==> config.mk <==
export PLATFORM = sky130hd
export DESIGN_NAME = spi_slave_ctrl_flat
export DESIGN_NICKNAME = d
export VERILOG_FILES = /design/src/rtl/spi_slave_ctrl_if.sv /design/src/rtl/spi_slave_ctrl.sv /design/src/flat_wrapper.sv
export SDC_FILE = /design/constraint.sdc
export NUM_CORES = 1
export LEC_CHECK = 0
export CORE_UTILIZATION = 52
export CTS_CLUSTER_DIAMETER = 80
export DETAILED_ROUTE_END_ITERATION = 7
export GPL_ROUTABILITY_DRIVEN = 0
export PLACE_DENSITY = 0.77
export SETUP_SLACK_MARGIN = 0.5
export SLEW_MARGIN = 30
export SYNTH_ARGS = -nofsm -noshare
export SYNTH_HDL_FRONTEND = slang
export SYNTH_SLANG_ARGS = --single-unit
export TNS_END_PERCENT = 100
==> constraint.sdc <==
create_clock -name clk -period 2 [get_ports clk]
set_clock_uncertainty 0.05 [all_clocks]
set_input_delay 0.4 -clock clk [delete_from_list [all_inputs] [get_ports clk]]
set_output_delay 0.4 -clock clk [all_outputs]
set_load 0.01 [all_outputs]
==> src/rtl/spi_slave_ctrl_if.sv <==
// Bus bundle between the SPI slave controller and its master/RAM side.
// The slave modport is the controller's view; master is the driving side.
interface spi_slave_ctrl_if;
  logic       ss_n;
  logic       mosi;
  logic       miso;
  logic [9:0] rx_data;
  logic       rx_valid;
  logic [7:0] tx_data;
  logic       tx_valid;
  logic       rd_err;

  modport slave (
    input  ss_n, mosi, tx_data, tx_valid,
    output miso, rx_data, rx_valid, rd_err
  );

  modport master (
    output ss_n, mosi, tx_data, tx_valid,
    input  miso, rx_data, rx_valid, rd_err
  );
endinterface

==> src/rtl/spi_slave_ctrl.sv <==
// SPI slave controller: 10-bit command frames in, 8-bit read data out on miso.
// Optional SPI_CTRL_RD_ADDR_LOCK_EN: rd-data (11) is only served after an rd-addr (10).
module spi_slave_ctrl #(
  parameter int unsigned RD_WAIT_MAX = 4
) (
  input  logic            clk,
  input  logic            rst,
  spi_slave_ctrl_if.slave bus
);

  typedef enum logic [2:0] {IDLE, SHIFT_IN, WAIT_TX, SHIFT_OUT, DONE} state_e;

  state_e     state_q, state_d;
  logic [9:0] shift_q, shift_d;
  logic [9:0] rx_data_q, rx_data_d;
  logic [7:0] out_q, out_d;
  logic [3:0] cnt_q, cnt_d;
  logic       miso_q, miso_d;
  logic       rx_valid_q, rx_valid_d;
  logic       rd_err_q, rd_err_d;
  logic       rx_pend_q, rx_pend_d;
  logic       rej_pend_q, rej_pend_d;

  logic [9:0] frame;
  logic       last_bit;
  logic       wait_expired;
  logic       is_rd_data;
  logic       rd_ok;

  // frame is the shift register as it will look once the current mosi bit lands
  assign frame        = {shift_q[8:0], bus.mosi};
  assign last_bit     = (cnt_q == 4'd9);
  assign wait_expired = (cnt_q == 4'(RD_WAIT_MAX - 1));
  assign is_rd_data   = (frame[9:8] == 2'b11);

`ifdef SPI_CTRL_RD_ADDR_LOCK_EN
  logic addr_seen_q, addr_seen_d;

  assign rd_ok = addr_seen_q;

  always_ff @(posedge clk or negedge rst) begin
    if (!rst) addr_seen_q <= 1'b0;
    else      addr_seen_q <= addr_seen_d;
  end

  always_comb begin
    addr_seen_d = addr_seen_q;
    if (!bus.ss_n && state_q == SHIFT_IN && last_bit) begin
      if (frame[9:8] == 2'b10) addr_seen_d = 1'b1;
      else if (is_rd_data)     addr_seen_d = 1'b0;
    end
  end
`else
  assign rd_ok = 1'b1;
`endif

  // NOTE: every flop, shift register included, is cleared by the async reset so
  // a frame interrupted by reset leaves nothing behind that could strobe later.
  always_ff @(posedge clk or negedge rst) begin
    if (!rst) begin
      state_q    <= IDLE;
      shift_q    <= '0;
      rx_data_q  <= '0;
      out_q      <= '0;
      cnt_q      <= '0;
      miso_q     <= 1'b0;
      rx_valid_q <= 1'b0;
      rd_err_q   <= 1'b0;
      rx_pend_q  <= 1'b0;
      rej_pend_q <= 1'b0;
    end else begin
      // NOTE: non-blocking assignments so all flops update from pre-edge values.
      state_q    <= state_d;
      shift_q    <= shift_d;
      rx_data_q  <= rx_data_d;
      out_q      <= out_d;
      cnt_q      <= cnt_d;
      miso_q     <= miso_d;
      rx_valid_q <= rx_valid_d;
      rd_err_q   <= rd_err_d;
      rx_pend_q  <= rx_pend_d;
      rej_pend_q <= rej_pend_d;
    end
  end

  always_comb begin
    state_d = state_q;
    if (bus.ss_n) begin
      state_d = IDLE;
    end else begin
      unique case (state_q)
        IDLE:      state_d = SHIFT_IN;
        SHIFT_IN:  if (last_bit) state_d = (is_rd_data && rd_ok) ? WAIT_TX : DONE;
        WAIT_TX:   if (bus.tx_valid) state_d = SHIFT_OUT;
                   else if (wait_expired) state_d = DONE;
        SHIFT_OUT: if (cnt_q == 4'd7) state_d = DONE;
        DONE:      state_d = DONE;
        default:   state_d = IDLE;
      endcase
    end
  end

  always_comb begin
    // NOTE: every output of this block gets a default first, so no path infers a latch.
    shift_d    = shift_q;
    out_d      = out_q;
    cnt_d      = cnt_q;
    miso_d     = 1'b0;
    rx_pend_d  = 1'b0;
    rej_pend_d = 1'b0;
    // A strobe scheduled by the last edge is issued even if ss_n has just risen.
    rx_valid_d = rx_pend_q;
    rx_data_d  = rx_pend_q ? shift_q : rx_data_q;
    rd_err_d   = rej_pend_q;

    if (bus.ss_n) begin
      cnt_d = '0;
    end else begin
      unique case (state_q)
        IDLE: begin
          shift_d = frame;
          cnt_d   = 4'd1;
        end
        SHIFT_IN: begin
          shift_d = frame;
          if (last_bit) begin
            cnt_d = '0;
            if (is_rd_data && !rd_ok) rej_pend_d = 1'b1;
            else                      rx_pend_d  = 1'b1;
          end else begin
            cnt_d = cnt_q + 4'd1;
          end
        end
        WAIT_TX: begin
          if (bus.tx_valid) begin
            miso_d = bus.tx_data[7];
            out_d  = {bus.tx_data[6:0], 1'b0};
            cnt_d  = '0;
          end else if (wait_expired) begin
            rd_err_d = 1'b1;
            cnt_d    = '0;
          end else begin
            cnt_d = cnt_q + 4'd1;
          end
        end
        SHIFT_OUT: begin
          if (cnt_q == 4'd7) begin
            cnt_d = '0;
          end else begin
            miso_d = out_q[7];
            out_d  = {out_q[6:0], 1'b0};
            cnt_d  = cnt_q + 4'd1;
          end
        end
        DONE:    cnt_d = cnt_q;
        default: cnt_d = '0;
      endcase
    end
  end

  assign bus.miso     = miso_q;
  assign bus.rx_data  = rx_data_q;
  assign bus.rx_valid = rx_valid_q;
  assign bus.rd_err   = rd_err_q;

endmodule

==> src/flat_wrapper.sv <==
// flat-port wrapper written by rule: the top's interface ports become plain ports
module spi_slave_ctrl_flat 
#(
  parameter int unsigned RD_WAIT_MAX = 4
)
  (clk, rst, bus_ss_n, bus_mosi, bus_tx_data, bus_tx_valid, bus_miso, bus_rx_data, bus_rx_valid, bus_rd_err);
  spi_slave_ctrl_if bus_i ();
  input  logic clk;
  input  logic rst;
  input wire logic [$bits(bus_i.ss_n)-1:0] bus_ss_n;
  input wire logic [$bits(bus_i.mosi)-1:0] bus_mosi;
  input wire logic [$bits(bus_i.tx_data)-1:0] bus_tx_data;
  input wire logic [$bits(bus_i.tx_valid)-1:0] bus_tx_valid;
  output wire logic [$bits(bus_i.miso)-1:0] bus_miso;
  output wire logic [$bits(bus_i.rx_data)-1:0] bus_rx_data;
  output wire logic [$bits(bus_i.rx_valid)-1:0] bus_rx_valid;
  output wire logic [$bits(bus_i.rd_err)-1:0] bus_rd_err;
  assign bus_i.ss_n = bus_ss_n;
  assign bus_i.mosi = bus_mosi;
  assign bus_i.tx_data = bus_tx_data;
  assign bus_i.tx_valid = bus_tx_valid;
  assign bus_miso = bus_i.miso;
  assign bus_rx_data = bus_i.rx_data;
  assign bus_rx_valid = bus_i.rx_valid;
  assign bus_rd_err = bus_i.rd_err;
  spi_slave_ctrl #(.RD_WAIT_MAX(RD_WAIT_MAX)) u_core (.clk(clk), .rst(rst), .bus(bus_i));
endmodule
### Word level (Yosys, flattened, before mapping)

Index checks and enable logic that the tools add are counted.

| storage, ports and cells | value |
|---|---|
| flip-flop bits (word level) | 39 |
| input bits | 13 |
| output and inout bits | 13 |
| logic and storage cells | 58 |

| cells by class | value |
|---|---|
| add/sub/neg operators | 1 |
| equality and inequality tests | 14 |
| multiplexer cells | 27 |
| bitwise gates (word level) | 1 |
| reduce and logical (&&, ||, !) cells | 6 |

Operators by type and width:

| cell | number |
|---|---|
| 4-bit two-way mux | 5 |
| 4-bit case mux with 5 select lines | 1 |
| 3-bit two-way mux | 6 |
| 8-bit two-way mux | 2 |
| 8-bit case mux with 2 select lines | 1 |
| 3-bit case mux with 5 select lines | 1 |
| 1-bit two-way mux | 10 |
| 3-bit by 2-bit == test with 1-bit output (second input constant) | 2 |
| 2-bit inequality test (second input constant) | 3 |
| 3-bit by 2-bit inequality test with 1-bit output (second input constant) | 2 |
| 4-bit by 1-bit adder with 4-bit output (second input constant) | 1 |
| 4-bit by 2-bit == test with 1-bit output (second input constant) | 1 |
| 4-bit by 3-bit == test with 1-bit output (second input constant) | 1 |
| 4-bit == test (second input constant) | 1 |
| 4-bit by 3-bit inequality test with 1-bit output (second input constant) | 1 |
| 4-bit AND reduction | 1 |
| 3-bit by 1-bit == test with 1-bit output (second input constant) | 1 |
| 3-bit == test (second input constant) | 1 |
| 3-bit logical NOT | 1 |
| 3-bit AND reduction | 1 |
| 2-bit == test (second input constant) | 1 |
| 1-bit case mux with 2 select lines | 1 |
| 2-bit AND reduction | 1 |
| 2-bit nonzero test | 1 |
| other kinds (2) | 2 |

### Depth between registers and ports, before layout

| depth | value |
|---|---|
| depth after elaboration | 5 |
| gate-level depth with buffers | 7 |
| depth with buffers taken out | 6 |

### Worst setup path before layout

OpenSTA, ideal clock, no wires.

| path | value |
|---|---|
| path type | flip-flop to flip-flop |
| start point | reg u_core.state_q[2] |
| end point | reg u_core.shift_q[1] |
| data arrival time | 1.476 ns |
| slack | 0.349 ns |
| cell stages (with the launch flop) | 5 |
| path buffers | 1 |
| clock period less this slack | 1.651 ns |
| cells stage by stage | dfrtp_1 -> or2_2 -> nor2_1 -> buf_2 -> mux2_2 |

| between the ends | value |
|---|---|
| longest elaborated chain between the ends | 3 |
| elaborated cells between the ends (all ways) | 4 |
| those cells by class | 1 x eq/ne; 3 x reduce/logical |

Ends and longest elaborated chain:

| item | RTL line | source |
|---|---|---|
| from (decl) | spi_slave_ctrl.sv:13 | `state_e state_q, state_d;` |
| from (signal assigned) | spi_slave_ctrl.sv:73 | `state_q <= state_d;` |
| 3-bit by 1-bit == test with 1-bit output or 3-bit logical NOT (tied branches) | spi_slave_ctrl.sv:119 | `unique case (state_q)` |
| 2-bit OR reduction (no line) * | - |  |
| 2-bit AND reduction (no line) * | - |  |
| to (signal assigned) | spi_slave_ctrl.sv:74 | `shift_q <= shift_d;` |
| to (decl) | spi_slave_ctrl.sv:14 | `logic [9:0] shift_q, shift_d;` |

Mark *: on every way between the ends. The rest lies on a longest branch, timed or not.
A chain may end at the register's enable or synchronous reset.

### Worst setup path after layout

| path | value |
|---|---|
| start point | reg u_core.state_q[0] |
| end point | reg u_core.cnt_q[3] |

| between the ends | value |
|---|---|
| longest elaborated chain between the ends | 3 |
| elaborated cells between the ends (all ways) | 8 |
| those cells by class | 5 x eq/ne; 2 x mux; 1 x reduce/logical |

Ends and longest elaborated chain:

| item | RTL line | source |
|---|---|---|
| 3-bit == test (tied with other cells) | spi_slave_ctrl.sv:119 |  |
| 4-bit case mux with 5 select lines | spi_slave_ctrl.sv:119 |  |
| 4-bit two-way mux | spi_slave_ctrl.sv:116 | `if (bus.ss_n) begin` |
| to (signal assigned) | spi_slave_ctrl.sv:77 | `cnt_q <= cnt_d;` |
| to (decl) | spi_slave_ctrl.sv:17 | `logic [3:0] cnt_q, cnt_d;` |

Parallel ways exist; a longest one is shown, timed or not.

==> reports/qor.json <==
{
  "via_count": 1396,
  "dr.first_iter.drc_count": 44,
  "grt_pass1_vias": 1317,
  "synth_cell_type_count": 35,
  "seqCellArea_sq_um": 956,
  "fmaxAchievable_ghz": 0.577,
  "synthesis.area_sq_um": 1700,
  "critPathBufInv": 1,
  "total_area_of_multi_input_combinational_cells_sq_um": 880,
  "power.ir.vdd_worst_mv": 0.791,
  "dr_wl_met3_microns": 229,
  "met2WireLength_microns": 2300,
  "die_height_microns": 59.2,
  "port_buffers": 25,
  "async_set_or_reset_register_ratio_after_synthesis_pct": 100,
  "boundary_pins": 26,
  "post-synth-top-area-fraction_pct": 55.9,
  "synth_top_cell_by_area": "sky130_fd_sc_hd__dfrtp_1",
  "final_cells": 242,
  "placeableCoreArea_sq_um": 3080,
  "std_cell_rows": 20,
  "grt_start_max_net_pins": 23,
  "final_worst_path_period_share_pct": 86.6,
  "highest-signal-layer": "met4",
  "worst-slew-pin-transition_ns": 0.543,
  "grt_first_pass_wirelength_microns": 6350,
  "final_hold_vio_count": 0,
  "path_cells": "or4b_4, o32ai_4, buf_6, o2111ai_2, nand3_1",
  "syn-instance-count": 136,
  "postSynthAreaPerCell_sq_um": 12.5,
  "number_of_antenna_repair_diodes": 0,
  "n_fill_cell": 153,
  "globalRoute.totalOverflow": 0,
  "initial_core_util_pct": 55.3,
  "cts_buffer_depth": 2,
  "drtAntennaViolNets": 0,
  "crit_fanout": 3,
  "synth_common_cells": "sky130_fd_sc_hd__dfrtp_1, sky130_fd_sc_hd__mux2_2, sky130_fd_sc_hd__nand2_1",
  "finalWirelength_microns": 4550,
  "power-per-cell-area_nw_per_um2": 1100,
  "min-delay-path-class": "reg2reg",
  "max_stage_delay_ns": 0.58,
  "ys_seq_area_share_pct": 55.9,
  "antenna_found_initial": 0,
  "groute.usage.overall_pct": 25.5,
  "slew_headroom_pct": 63.8,
  "synth_flop_cell": "sky130_fd_sc_hd__dfrtp_1",
  "timing.max_cap.violations": 0,
  "setup_viol": 0,
  "post_dr_wirelength_cell_microns": 18.8,
  "root_buffer_cell": "sky130_fd_sc_hd__clkbuf_4",
  "cts.sinks": 38,
  "most_frequently_used_cell_type_in_the_post_synthesis_netlist": "sky130_fd_sc_hd__dfrtp_1",
  "worst_ep_arrival_time_ns": 1.98,
  "total_die_area_sq_um": 3510,
  "placed_cells": 208,
  "nNetsFinal": 213,
  "startpoint_type": "flip-flop",
  "synthesis.nets": 151,
  "dp_hpwl_microns": 2260,
  "worst_skew_pair.late_latency_ns": 0.36,
  "cellLeakagePower_nw": 1.23,
  "layout-drive-gt1-share_pct": 43.9,
  "power_w": 0.00283,
  "cts.reportedPaths.clkPinSlew_ns": 0.11,
  "grt_setup_unrepaired": "yes",
  "yosys_register_bits": 38,
  "critical_path_required_ns": 2.24,
  "run_status": "finished, final reports clean",
  "detailed_routing_iteration_count_for_the_pre_antenna_repair_pass": 4,
  "number_of_warnings_reported_in_the_yosys_synthesis_log": 0,
  "synth-edff-count": 0,
  "timing_max_transition_violations_final": 0,
  "cpMaxStageDelayCell": "sky130_fd_sc_hd__or4b_4",
  "worst_setup_path_end_kind": "flip-flop",
  "die_x_microns": 59.2,
  "synth_top_cells_by_area": "sky130_fd_sc_hd__dfrtp_1, sky130_fd_sc_hd__mux2_2, sky130_fd_sc_hd__o21ai_0",
  "tritoncts": "done",
  "flow.area_growth_from_synthesis_pct": 50.8,
  "clock_tree.htree_level_count": 2,
  "critPathTopFamily": "simple AND/OR/NAND/NOR gates",
  "final.min_clock_period_ns": 1.73,
  "drcViolationCount": 0,
  "timing.setup.critical_path_class": "reg2reg",
  "m1WireLength_microns": 1860,
  "via_per_inst": 5.77,
  "tritoncts_buffer_count": 5
}
## state kept, by name, indices dropped and copies added, names as in the netlist
| register | cells |
|---|---|
| u_core.bus.miso | 1 |
| u_core.bus.rx_data | 10 |
| u_core.bus.rd_err | 1 |
| u_core.bus.rx_valid | 1 |
| u_core.shift_q | 10 |
| u_core.cnt_q | 4 |
| u_core.rx_pend_q | 1 |
| u_core.out_q | 7 |
| u_core.state_q | 3 |
## what timing repair did
action / CTS / global route
gates cloned: 2 / 0
pin swaps: 14 / 17
setup buffers: 15 / 9
endpoints found under the hold margin: 21 / 0
resized for setup: 42 / 35
hold buffers: 1 / 0
endpoints found under the setup margin: 38 / 36
## tightest hold or removal path: stages (launching register included)
cell                      delay [ns]
sky130_fd_sc_hd__dfrtp_1        0.36
sky130_fd_sc_hd__nand2_1        0.05
sky130_fd_sc_hd__o21ai_1        0.06
## power by group
part	internal, W	leakage, nW	switching, W
clock network	0.000291	0.0443	0.000250
logic	0.000636	0.695	0.000480
registers	0.000978	0.490	0.000196
total	0.00191	1.23	0.000926
## layout by cell type, fill, tap and decap left out, types with 2 or more instances in the layout
| cell | instances |
|---|---|
| sky130_fd_sc_hd__mux2_2 | 11 |
| sky130_fd_sc_hd__o21ai_1 | 8 |
| sky130_fd_sc_hd__nor3_1 | 2 |
| sky130_fd_sc_hd__o21ai_0 | 5 |
| sky130_fd_sc_hd__buf_4 | 21 |
| sky130_fd_sc_hd__nand3_1 | 2 |
| sky130_fd_sc_hd__dfrtp_1 | 34 |
| sky130_fd_sc_hd__clkdlybuf4s15_1 | 10 |
| sky130_fd_sc_hd__ha_4 | 2 |
| sky130_fd_sc_hd__buf_6 | 8 |
| sky130_fd_sc_hd__inv_1 | 2 |
| sky130_fd_sc_hd__nand3b_1 | 2 |
| sky130_fd_sc_hd__clkbuf_4 | 5 |
| sky130_fd_sc_hd__dlygate4sd2_1 | 5 |
| sky130_fd_sc_hd__mux2_4 | 9 |
| sky130_fd_sc_hd__dfrtp_2 | 4 |
| sky130_fd_sc_hd__clkdlybuf4s50_1 | 9 |
| sky130_fd_sc_hd__nor3b_4 | 2 |
| sky130_fd_sc_hd__buf_12 | 2 |
| sky130_fd_sc_hd__nor2_4 | 3 |
| sky130_fd_sc_hd__nand2_1 | 14 |
| sky130_fd_sc_hd__nor2b_1 | 3 |
| sky130_fd_sc_hd__mux2i_1 | 5 |
| sky130_fd_sc_hd__o2111ai_4 | 2 |
## path summary, 6_finish.rpt
check                      slack [ns]                end         startpoint  cells after the start
max                              0.27    u_core.cnt_q[3]  u_core.state_q[0]                      5
min                              0.45    u_core.out_q[3]    u_core.out_q[3]                      2
max reg2reg                      0.27    u_core.cnt_q[3]  u_core.state_q[0]                      5
min reg2reg                      0.45    u_core.out_q[3]    u_core.out_q[3]                      2
max in group asynchronous        0.91  u_core.state_q[1]                rst                      3
min in group asynchronous        0.49  u_core.bus.rd_err                rst                      2
## logic make-up (layout without fill, tap and decap cells)
logic type / after synthesis / in the layout / share of synthesized area (%)
buffers and inverters: 9 / 70 / 2.50
adder cells (fa/ha/maj): 2 / 2 / 1.47
flip-flops: 38 / 38 / 55.9
AND/OR/NAND/NOR: 37 / 37 / 12.2
AO/OA/AOI/OAI: 24 / 25 / 11.2
multiplexers: 26 / 26 / 16.8
## final cells by class
type,instances,area share [%]
multi-input combinational,90,34.3
clock buffer,6,2.00
tap,44,2.15
sequential,38,37.3
inverter,3,0.439
timing repair buffer,60,22.7
clock inverter,1,1.17
## metal layers
layer	vias to the layer above	global-route usage, %
met5	-	0
met4	0	13.9
met3	19	4.80
met2	64	42.2
met1	697	31.4
li1	616	-
## per-stage QoR
stage	util, %	setup slack, ns	area [sq um]	TNS, ns	hold WS, ns
2_1_floorplan	-	0.423	1730	0	0.0544
3_3_place_gp	67.4	-0.0232	2070	-0.0232	0.350
3_5_place_dp	67.4	-0.0345	2070	-0.0345	0.355
4_1_cts	77.3	0.365	2380	0	0.448
5_1_grt	83.4	0.186	2570	0	0.482
6_report	83.4	0.268	2570	0	0.454
Power figures use the tool's default switching activity.
